`src/rtl/conjugation_seq_ctrl_pkg.sv`:
```
// conj_pkg: opcodes, Pauli literal encodings and sequencer state type
// shared by the conjugation sequencer and its per-row gate lookup.
// Literal encoding: bit1 = x, bit0 = z.
package conj_pkg;
    localparam logic [2:0] OP_LOAD = 3'b000;
    localparam logic [2:0] OP_READ = 3'b001;
    localparam logic [2:0] OP_H    = 3'b010;
    localparam logic [2:0] OP_S    = 3'b011;
    localparam logic [2:0] OP_PX   = 3'b100;
    localparam logic [2:0] OP_PY   = 3'b101;
    localparam logic [2:0] OP_PZ   = 3'b110;
    localparam logic [2:0] OP_ILL  = 3'b111;

    localparam logic [1:0] LIT_I = 2'b00;
    localparam logic [1:0] LIT_X = 2'b10;
    localparam logic [1:0] LIT_Z = 2'b01;
    localparam logic [1:0] LIT_Y = 2'b11;

    typedef enum logic [2:0] {S_IDLE, S_LOAD, S_READ, S_GATE, S_FIN} state_t;
endpackage

```
`src/rtl/conjugation_seq_ctrl_gate_lut.sv`:
```
// conj_gate_lut: single-qubit Clifford/Pauli conjugation of one literal.
// Ports: op   - gate opcode (H, S, PX, PY, PZ; anything else passes through)
//        lit  - literal being conjugated
//        upd  - conjugated literal
//        flip - 1 when the row phase must toggle
module conj_gate_lut
    import conj_pkg::*;
(
    input  logic [2:0] op,
    input  logic [1:0] lit,
    output logic [1:0] upd,
    output logic       flip
);
    // H swaps x/z and negates Y; S maps X->Y, Y->-X; Paulis only touch the sign
    // of literals that anticommute with them.
    always_comb begin
        upd  = (op == OP_H) ? {lit[0], lit[1]} :
               (op == OP_S) ? {lit[1], lit[0] ^ lit[1]} : lit;
        flip = (op == OP_H || op == OP_S) ? (lit[1] & lit[0]) :
               (op == OP_PX) ? lit[0] :
               (op == OP_PZ) ? lit[1] :
               (op == OP_PY) ? (lit[1] ^ lit[0]) : 1'b0;
    end
endmodule

```
`src/rtl/conjugation_seq_ctrl.sv`:
```
// conjugation_seq_ctrl: command sequencer for the N x N conjugation register
// array (2-bit Pauli literals plus one phase bit per row).
// Ports:
//   cmd_valid/cmd_ready/cmd_op/cmd_qubit  - one command at a time
//   in_valid/in_ready/in_literals/in_phase     - streamed row load
//   out_valid/out_ready/out_literals/out_phase - streamed row readout
//   busy, done (pulse), err (pulse on illegal command)
//   ld_literal, ld_phase, shift_rotate_literal, shift_toggle_phase,
//   rotate_update_literal, literals_in, phase_in, update_literal - array controls
//   left_out, literals_out, phase_out - array observations
module conjugation_seq_ctrl
    import conj_pkg::*;
#(
    parameter int num_qubit = 4,
    parameter int QW        = $clog2(num_qubit)
) (
    input  logic                   clk,
    input  logic                   rst_n,
    input  logic                   cmd_valid,
    output logic                   cmd_ready,
    input  logic [2:0]             cmd_op,
    input  logic [QW-1:0]          cmd_qubit,
    input  logic                   in_valid,
    output logic                   in_ready,
    input  logic [2*num_qubit-1:0] in_literals,
    input  logic                   in_phase,
    output logic                   out_valid,
    input  logic                   out_ready,
    output logic [2*num_qubit-1:0] out_literals,
    output logic                   out_phase,
    output logic                   busy,
    output logic                   done,
    output logic                   err,
    output logic                   ld_literal,
    output logic [num_qubit-1:0]   ld_phase,
    output logic                   shift_rotate_literal,
    output logic                   shift_toggle_phase,
    output logic                   rotate_update_literal,
    output logic [2*num_qubit-1:0] literals_in,
    output logic                   phase_in,
    output logic [2*num_qubit-1:0] update_literal,
    input  logic [2*num_qubit-1:0] left_out,
    input  logic [2*num_qubit-1:0] literals_out,
    input  logic                   phase_out
);
    localparam int N = num_qubit;

    state_t         state, state_n;
    logic [QW-1:0]  cnt, cnt_n, qubit_r;
    logic [2:0]     op_r;
    logic           err_n;
    logic           hit, last, legal;
    logic [2*N-1:0] upd_all;
    logic [N-1:0]   flip_all;

    // During GATE the array's left column holds original column cnt, so the
    // update is injected exactly when that column is the target qubit.
    assign hit   = (state == S_GATE) && (cnt == qubit_r);
    assign last  = cnt == QW'(N - 1);
    assign legal = cmd_op == OP_LOAD || cmd_op == OP_READ ||
                   (cmd_op != OP_ILL && int'(cmd_qubit) < N);

    for (genvar i = 0; i < N; i++) begin : g_lut
        conj_gate_lut u_lut (
            .op  (op_r),
            .lit (left_out[2*i +: 2]),
            .upd (upd_all[2*i +: 2]),
            .flip(flip_all[i])
        );
    end

    assign update_literal = hit ? upd_all : '0;

    always_ff @(posedge clk or negedge rst_n) begin
        if (!rst_n) begin
            state   <= S_IDLE;
            cnt     <= '0;
            op_r    <= OP_LOAD;
            qubit_r <= '0;
            err     <= 1'b0;
        end else begin
            state <= state_n;
            cnt   <= cnt_n;
            err   <= err_n;
            if (cmd_valid && cmd_ready) begin
                op_r    <= cmd_op;
                qubit_r <= cmd_qubit;
            end
        end
    end

    always_comb begin
        state_n               = state;
        cnt_n                 = cnt;
        err_n                 = 1'b0;
        cmd_ready             = 1'b0;
        busy                  = state != S_IDLE;
        done                  = 1'b0;
        in_ready              = 1'b0;
        out_valid             = 1'b0;
        out_literals          = '0;
        out_phase             = 1'b0;
        ld_literal            = 1'b0;
        ld_phase              = '0;
        shift_rotate_literal  = 1'b0;
        shift_toggle_phase    = 1'b0;
        rotate_update_literal = 1'b0;
        literals_in           = '0;
        phase_in              = 1'b0;
        case (state)
            S_IDLE: begin
                cmd_ready = 1'b1;
                if (cmd_valid) begin
                    cnt_n   = '0;
                    err_n   = !legal;
                    state_n = !legal ? S_IDLE :
                              (cmd_op == OP_LOAD) ? S_LOAD :
                              (cmd_op == OP_READ) ? S_READ : S_GATE;
                end
            end
            S_LOAD: begin
                in_ready    = 1'b1;
                literals_in = in_literals;
                phase_in    = in_phase;
                ld_literal  = in_valid;
                ld_phase    = {N{in_valid}};
                if (in_valid) begin
                    cnt_n   = cnt + 1'b1;
                    state_n = last ? S_FIN : S_LOAD;
                end
            end
            S_READ: begin
                // Shift down while feeding all-I rows: the bottom row is output
                // and the tableau is cleared as it drains.
                out_valid    = 1'b1;
                out_literals = literals_out;
                out_phase    = phase_out;
                ld_literal   = out_ready;
                ld_phase     = {N{out_ready}};
                if (out_ready) begin
                    cnt_n   = cnt + 1'b1;
                    state_n = last ? S_FIN : S_READ;
                end
            end
            S_GATE: begin
                ld_literal            = 1'b1;
                shift_rotate_literal  = 1'b1;
                rotate_update_literal = hit;
                shift_toggle_phase    = hit;
                ld_phase              = hit ? flip_all : '0;
                cnt_n                 = cnt + 1'b1;
                state_n               = last ? S_FIN : S_GATE;
            end
            S_FIN: begin
                done    = 1'b1;
                state_n = S_IDLE;
            end
            default: state_n = S_IDLE;
        endcase
    end
endmodule
```
`config.mk`:
```
export PLATFORM = sky130hd
export DESIGN_NAME = conjugation_seq_ctrl
export DESIGN_NICKNAME = d
export VERILOG_FILES = /design/src/rtl/conjugation_seq_ctrl_pkg.sv /design/src/rtl/conjugation_seq_ctrl_gate_lut.sv /design/src/rtl/conjugation_seq_ctrl.sv
export SDC_FILE = /design/constraint.sdc
export NUM_CORES = 1
export LEC_CHECK = 0
export CAP_MARGIN = 0
export CORE_MARGIN = 2
export CORE_UTILIZATION = 30
export CTS_BUF_LIST = sky130_fd_sc_hd__clkbuf_16
export DETAILED_ROUTE_END_ITERATION = 10
export GPL_ROUTABILITY_DRIVEN = 0
export PLACE_DENSITY = 0.67
export SLEW_MARGIN = 15
export SYNTH_ARGS = -nofsm -noshare
export SYNTH_HDL_FRONTEND = slang
export SYNTH_HIERARCHICAL = 1
export SYNTH_SLANG_ARGS = --single-unit
```
`constraint.sdc`:
```
create_clock -name clk -period 5.79 [get_ports clk]
set_input_delay 1.4475 -clock clk [delete_from_list [all_inputs] [get_ports clk]]
set_output_delay 1.4475 -clock clk [all_outputs]
set_load 0.02 [all_outputs]
```
======== Word-level counts from Yosys, hierarchy flattened ========
Cells that the tools add are included.
word-level totals
  bits in registers ....................... 11
  word-level logic and storage cells ...... 96
  output and inout port bits .............. 40
  input bits .............................. 36
operators by class
  mux-type cells .......................... 54
  reductions and logical operators ........ 12
  equal/unequal tests ..................... 16
  add/subtract/negate cells ............... 1
  bitwise gates (word level) .............. 8
operator list
  operator                                       count
  2-to-1 mux 1 bit                               31
  2-to-1 mux 8 bit                               3
  2-to-1 mux 2 bit                               9
  2-to-1 mux 3 bit                               6
  == test 3 x 2 -> 1 bit, second input constant  4
  == test 3 bit, second input constant           4
  one-hot mux 3 bit (4 select lines)             1
  one-hot mux 4 bit (3 select lines)             1
  one-hot mux 2 bit (4 select lines)             1
  == test 3 x 1 -> 1 bit, second input constant  2
  logical NOT 3 bit                              2
  != test 2 bit, second input constant           3
  bitwise AND 1 bit                              4
  2-to-1 mux 4 bit                               1
  AND reduction 4 bit                            1
  nonzero test 4 bit                             1
  XOR 1 bit                                      4
  logical OR 1 bit                               3
  != test 3 bit, second input constant           1
  one-hot mux 1 bit (3 select lines)             1
  AND reduction 3 bit                            1
  nonzero test 3 bit                             1
  adder 2 x 1 -> 2 bit, second input constant    1
  == test 2 bit                                  1
  other kinds (3)                                4

======== Longest topological paths before layout ========
Gate-level depths: netlist of run 1.
  depth in word-level cells ............... 7
  mapped depth ............................ 5
  gate-level depth less buffers ........... 4

======== By module ========
Netlist of run 1, hierarchy kept.
by module, submodules not included
  module                seq. area each (um^2)  cells an instance  times used  area each (um^2)
  conjugation_seq_ctrl  275.3                  91                 1           864.6
  conj_gate_lut         0.0                    11                 4           102.6

======== Worst setup path after synthesis of run 1 ========
No wires, ideal clock.
  path type ............................... input port to output port
  from .................................... in left_out[0]
  to ...................................... out update_literal[0]
  path slack .............................. 1.886 ns
  cell stages on the path ................. 4
  required time ........................... 4.343 ns
  path buffers ............................ 0
  data arrival time ....................... 2.456 ns
  cell sequence ........................... ha_1 -> mux2_1 -> mux2_4 -> and2_1
on the way
  cells in the longest elaborated chain, start to end .. 4
ends and longest elaborated chain
  what                  RTL line                             text
  start, declared       conjugation_seq_ctrl.sv:42           input logic [2*num_qubit-1:0] left_out,
  XOR 1 bit             conjugation_seq_ctrl_gate_lut.sv:18  (op == OP_S) ? {lit[1], lit[0] ^ lit[1]} : lit;
  2-to-1 mux 1 bit (*)  conjugation_seq_ctrl_gate_lut.sv:18
  2-to-1 mux 2 bit (*)  conjugation_seq_ctrl_gate_lut.sv:17  upd = (op == OP_H) ? {lit[0], lit[1]} :
  named net upd_all[0]  conjugation_seq_ctrl.sv:53           logic [2*N-1:0] upd_all;
  2-to-1 mux 8 bit (*)  conjugation_seq_ctrl.sv:72           assign update_literal = hit ? upd_all : '0;
  end, declared         conjugation_seq_ctrl.sv:41           output logic [2*num_qubit-1:0] update_literal,
Mark *: on every way through the listed nets, which the timed path passes. The rest lies on a longest branch.

======== Worst setup path after layout of run 1 ========
  from .................................... in left_out[6]
  to ...................................... out update_literal[6]
The elaborated chain is that of the path after synthesis.

==> reports/results.tsv, run 1 <==
stage	metric	value	unit
layout	fin nets	249	
pwr	leakage	0.856	nW
drt	Iteration-0 DRC Markers	18	
yosys	Simple-Gate Fraction of Synth Area	33.2	%
timing	Slew Limit Fails	0	
drt	drt drc	0	
floorplan	die footprint	4790	sq um
placed_design	dpl hpwl	2.85	mm
yosys	number of storage elements in the synthesis netlist	11	
timing	Post-Route Setup TNS	0	ps
yosys	Yosys cell types	38	
timing	period utilisation layout	85.5	%
run	max-cap check violation count	0	
yosys	multiplexer share of the synthesized area	20.5	%
yosys	XOR/XNOR share of the synthesized area	2.06	%
layout	FF/Latch Area	275	sq um
clocking	Bufs on Longest Clock Path	2	
clocking	H-Tree Depth	1	
clocking	Clk pin slew, worst setup/hold paths	40	ps
timing	Fmax	202	MHz
layout	proportion of layout cells with a drive suffix above 1	12.1	%
placed_design	placed inst area	2040	sq um
yosys	Compound-Gate Fraction of Synth Area	11.0	%
clocking	Hold-fix buffers, CTS	0	
timing	Final Hold Vio Count	0	
yosys	sequential fraction of the synthesis area	21.6	%
pwr	Max IR drop VDD	0.000229	V
timing	Slew @ Worst Pin	908	ps
yosys	synth warn	6	
critical_path	Worst Path Class, Setup	primary input to output port	
layout	area grow syn2layout	65.8	%
yosys	synth top area cells	dfrtp_1, and2_1, mux2_2	
yosys	fraction of the mapped netlist area in adder cells	4.91	%
yosys	main combinational cell family by area after synthesis	simple AND/OR/NAND/NOR gates	
floorplan	Initial Util	31.4	%
drt	drt total wl	3.55	mm
drt	average wire per cell in the routed design	13.8	um
global_routing	number of global-route vias before repair	1227	
floorplan	CORE AREA	4060	sq um
layout	post-route cell area	2110	sq um
layout	commonest non-fill, non-tap cell in the layout	clkdlybuf4s50_1	
clocking	post-CTS resize count	0	
floorplan	number of cell rows	23	
global_routing	antenna violations before repair	0	
yosys	synthesized area	1270	sq um
floorplan	Die W	69.2	um
yosys	ys flop type	dfrtp_1	
clocking	post-CTS setup buffer count	0	
min_path	class of the worst hold path	register to register	
clocking	Num CTS Buffers	3	
yosys	Post-synth ARST share	100	%
yosys	cell taking the most area after synthesis	dfrtp_1	
layout	commonest cells after routing, fill and taps aside	clkdlybuf4s50_1, and2_1, dfrtp_1	
critical_path	Data arrival, critical path	3500	ps
yosys	EDFF count, synth	0	
outcome	outcome	finished clean	
placed_design	Port Buf Inserts	75	
drt	Detail Route Antenna Nets	0	
critical_path	crit start category	primary input	
yosys	Mapped Cells	135	
yosys	Yosys top cell area share	21.6	%
global_routing	first-pass GRT wire length	5.93	mm
layout	Final Core Density	52.1	%
clocking	latest clock arrival within the worst-skew pair	240	ps
global_routing	Tot GR Track Use	14.7	%
drt	DR pass1 iterations	4	
timing	final setup fails	0	
critical_path	top fanout value on the critical path	4	
timing	max_slew headroom	39.3	%
global_routing	largest net degree at the start of global routing	22	
layout	Layout fillers	369	
pwr	Power Density	444	nW/um^2
global_routing	gr ovfl total	0	
timing	Max Clock Skew	1.39	ps
floorplan	Die H	69.2	um
timing	post-layout minimum cycle time	4950	ps
clocking	CTS Root Buffer Type	clkbuf_16	
clocking	CTS tree	done	
critical_path	crit end category	output port	
drt	via count	1247	
floorplan	io pins	76	
layout	diodes inserted	0	
yosys	Synth Net Count	176	
yosys	Post-Synthesis Mean Instance Area	9.44	sq um
drt	vias per cell	4.85	
clocking	clock sinks	11	
layout	area of the multi-input gates	913	sq um
timing	RSZ-0062 raised after global routing	no	
critical_path	CP required	4340	ps
[stage by stage]
stage                     std cells  power (mW)  worst slack (ps)  hold slack, ps
after global routing            257        1.01               757             558
final                           257       0.940               841             533
after floorplan                 135       0.591              1890             502
after global placement          253       0.801               918             515
after detailed placement        253       0.820               840             534
after CTS                       257       0.953               838             544
[power breakdown]
| group | switching, mW | internal [mW] | total, mW |
|---|---|---|---|
| Clock | 0.0346 | 0.0907 | 0.125 |
| Combinational | 0.268 | 0.342 | 0.609 |
| Sequential | 0.0955 | 0.110 | 0.205 |
[cell usage after synthesis (all sizes together), types with 2 or more instances]
cell type	number
a21o	4
ha	5
a21oi	3
nor2b	4
nor3b	8
inv	9
dfrtp	11
buf	7
xnor2	2
o311ai	4
mux2i	4
nand2	2
and2	28
nand2b	2
nand3b	6
nand4b	4
mux2	18
[area by class of cell]
type,count,area share [%]
Clock inverter,1,0.178
Multi-Input combinational cell,108,43.2
Sequential cell,11,13.0
Tap cell,50,2.96
Inverter,9,1.60
Clock buffer,3,3.55
Timing Repair Buffer,75,35.5
[flip-flops by register name (all words and copies together), names as in the netlist]
signal   count
err          1
qubit_r      2
state        3
op_r         3
cnt          2
[kinds of logic after synthesis]
group,Yosys count
DFF,11
xor gates and xnor gates,3
adders and majority gates,5
AOI/OAI and AO/OA,18
buffers and inverters,16
muxes,22
and+or+nand+nor,60
[final timing paths]
kind | start | to | slack, ps | depth (start not counted)
min | qubit_r[1] | qubit_r[1] | 530 | 1
max | left_out[6] | update_literal[6] | 840 | 6
min in group asynchronous | rst_n | state[2] | 1540 | 1
min reg2reg | qubit_r[1] | qubit_r[1] | 530 | 1
max reg2reg | state[0] | state[0] | 4070 | 3
max in group asynchronous | rst_n | err | 3930 | 1
[worst max-delay path, cell delays in order]
cell and delay [ps]:
clkdlybuf4s50_1 470, ha_1 340, mux2_1 300, mux2_4 260, and2_1 140, clkdlybuf4s50_1 540
[per-layer routing]
| layer | up-vias | wire length [um] | GRT usage [%] |
|---|---|---|---|
| met5 | - | 0 | 0 |
| met4 | 0 | 25 | 2.61 |
| met3 | 3 | 108 | 2.62 |
| met2 | 23 | 1940 | 27.0 |
| met1 | 598 | 1480 | 18.0 |
| li1 | 623 | - | - |
(Power assumes the default switching activity.)
==> inputs of run 2 (changes only) <==
--- a/config.mk
+++ b/config.mk
@@ -11,7 +11,9 @@
 export CTS_BUF_LIST = sky130_fd_sc_hd__clkbuf_16
 export DETAILED_ROUTE_END_ITERATION = 10
 export GPL_ROUTABILITY_DRIVEN = 0
+export HOLD_SLACK_MARGIN = 0.1
 export PLACE_DENSITY = 0.67
+export SETUP_SLACK_MARGIN = 0.05
 export SLEW_MARGIN = 15
 export SYNTH_ARGS = -nofsm -noshare
 export SYNTH_HDL_FRONTEND = slang
==> results of run 2 <==
Same layout as run 1: the final DEF is identical, and so are final timing and power.
==> inputs of run 3 (changes only) <==
--- a/config.mk
+++ b/config.mk
@@ -19,3 +19,4 @@
 export SYNTH_HDL_FRONTEND = slang
 export SYNTH_HIERARCHICAL = 1
 export SYNTH_SLANG_ARGS = --single-unit
+export TNS_END_PERCENT = 50
==> constraint.sdc (replaced) <==
create_clock -name clk -period 6.4 [get_ports clk]
set_input_delay 1.6 -clock clk [delete_from_list [all_inputs] [get_ports clk]]
set_output_delay 1.6 -clock clk [all_outputs]
set_load 0.02 [all_outputs]
==> results of run 3 <==
Same layout as run 1 (identical final DEF). Status: finished clean.
Among the figures that moved: setup slack after placement 840 ps -> 1150 ps; setup slack after layout 841 ps -> 1150 ps; register-to-register setup slack 4070 ps -> 4680 ps; total power 0.940 mW -> 0.850 mW; worst IR drop on VDD 0.000229 V -> 0.000207 V
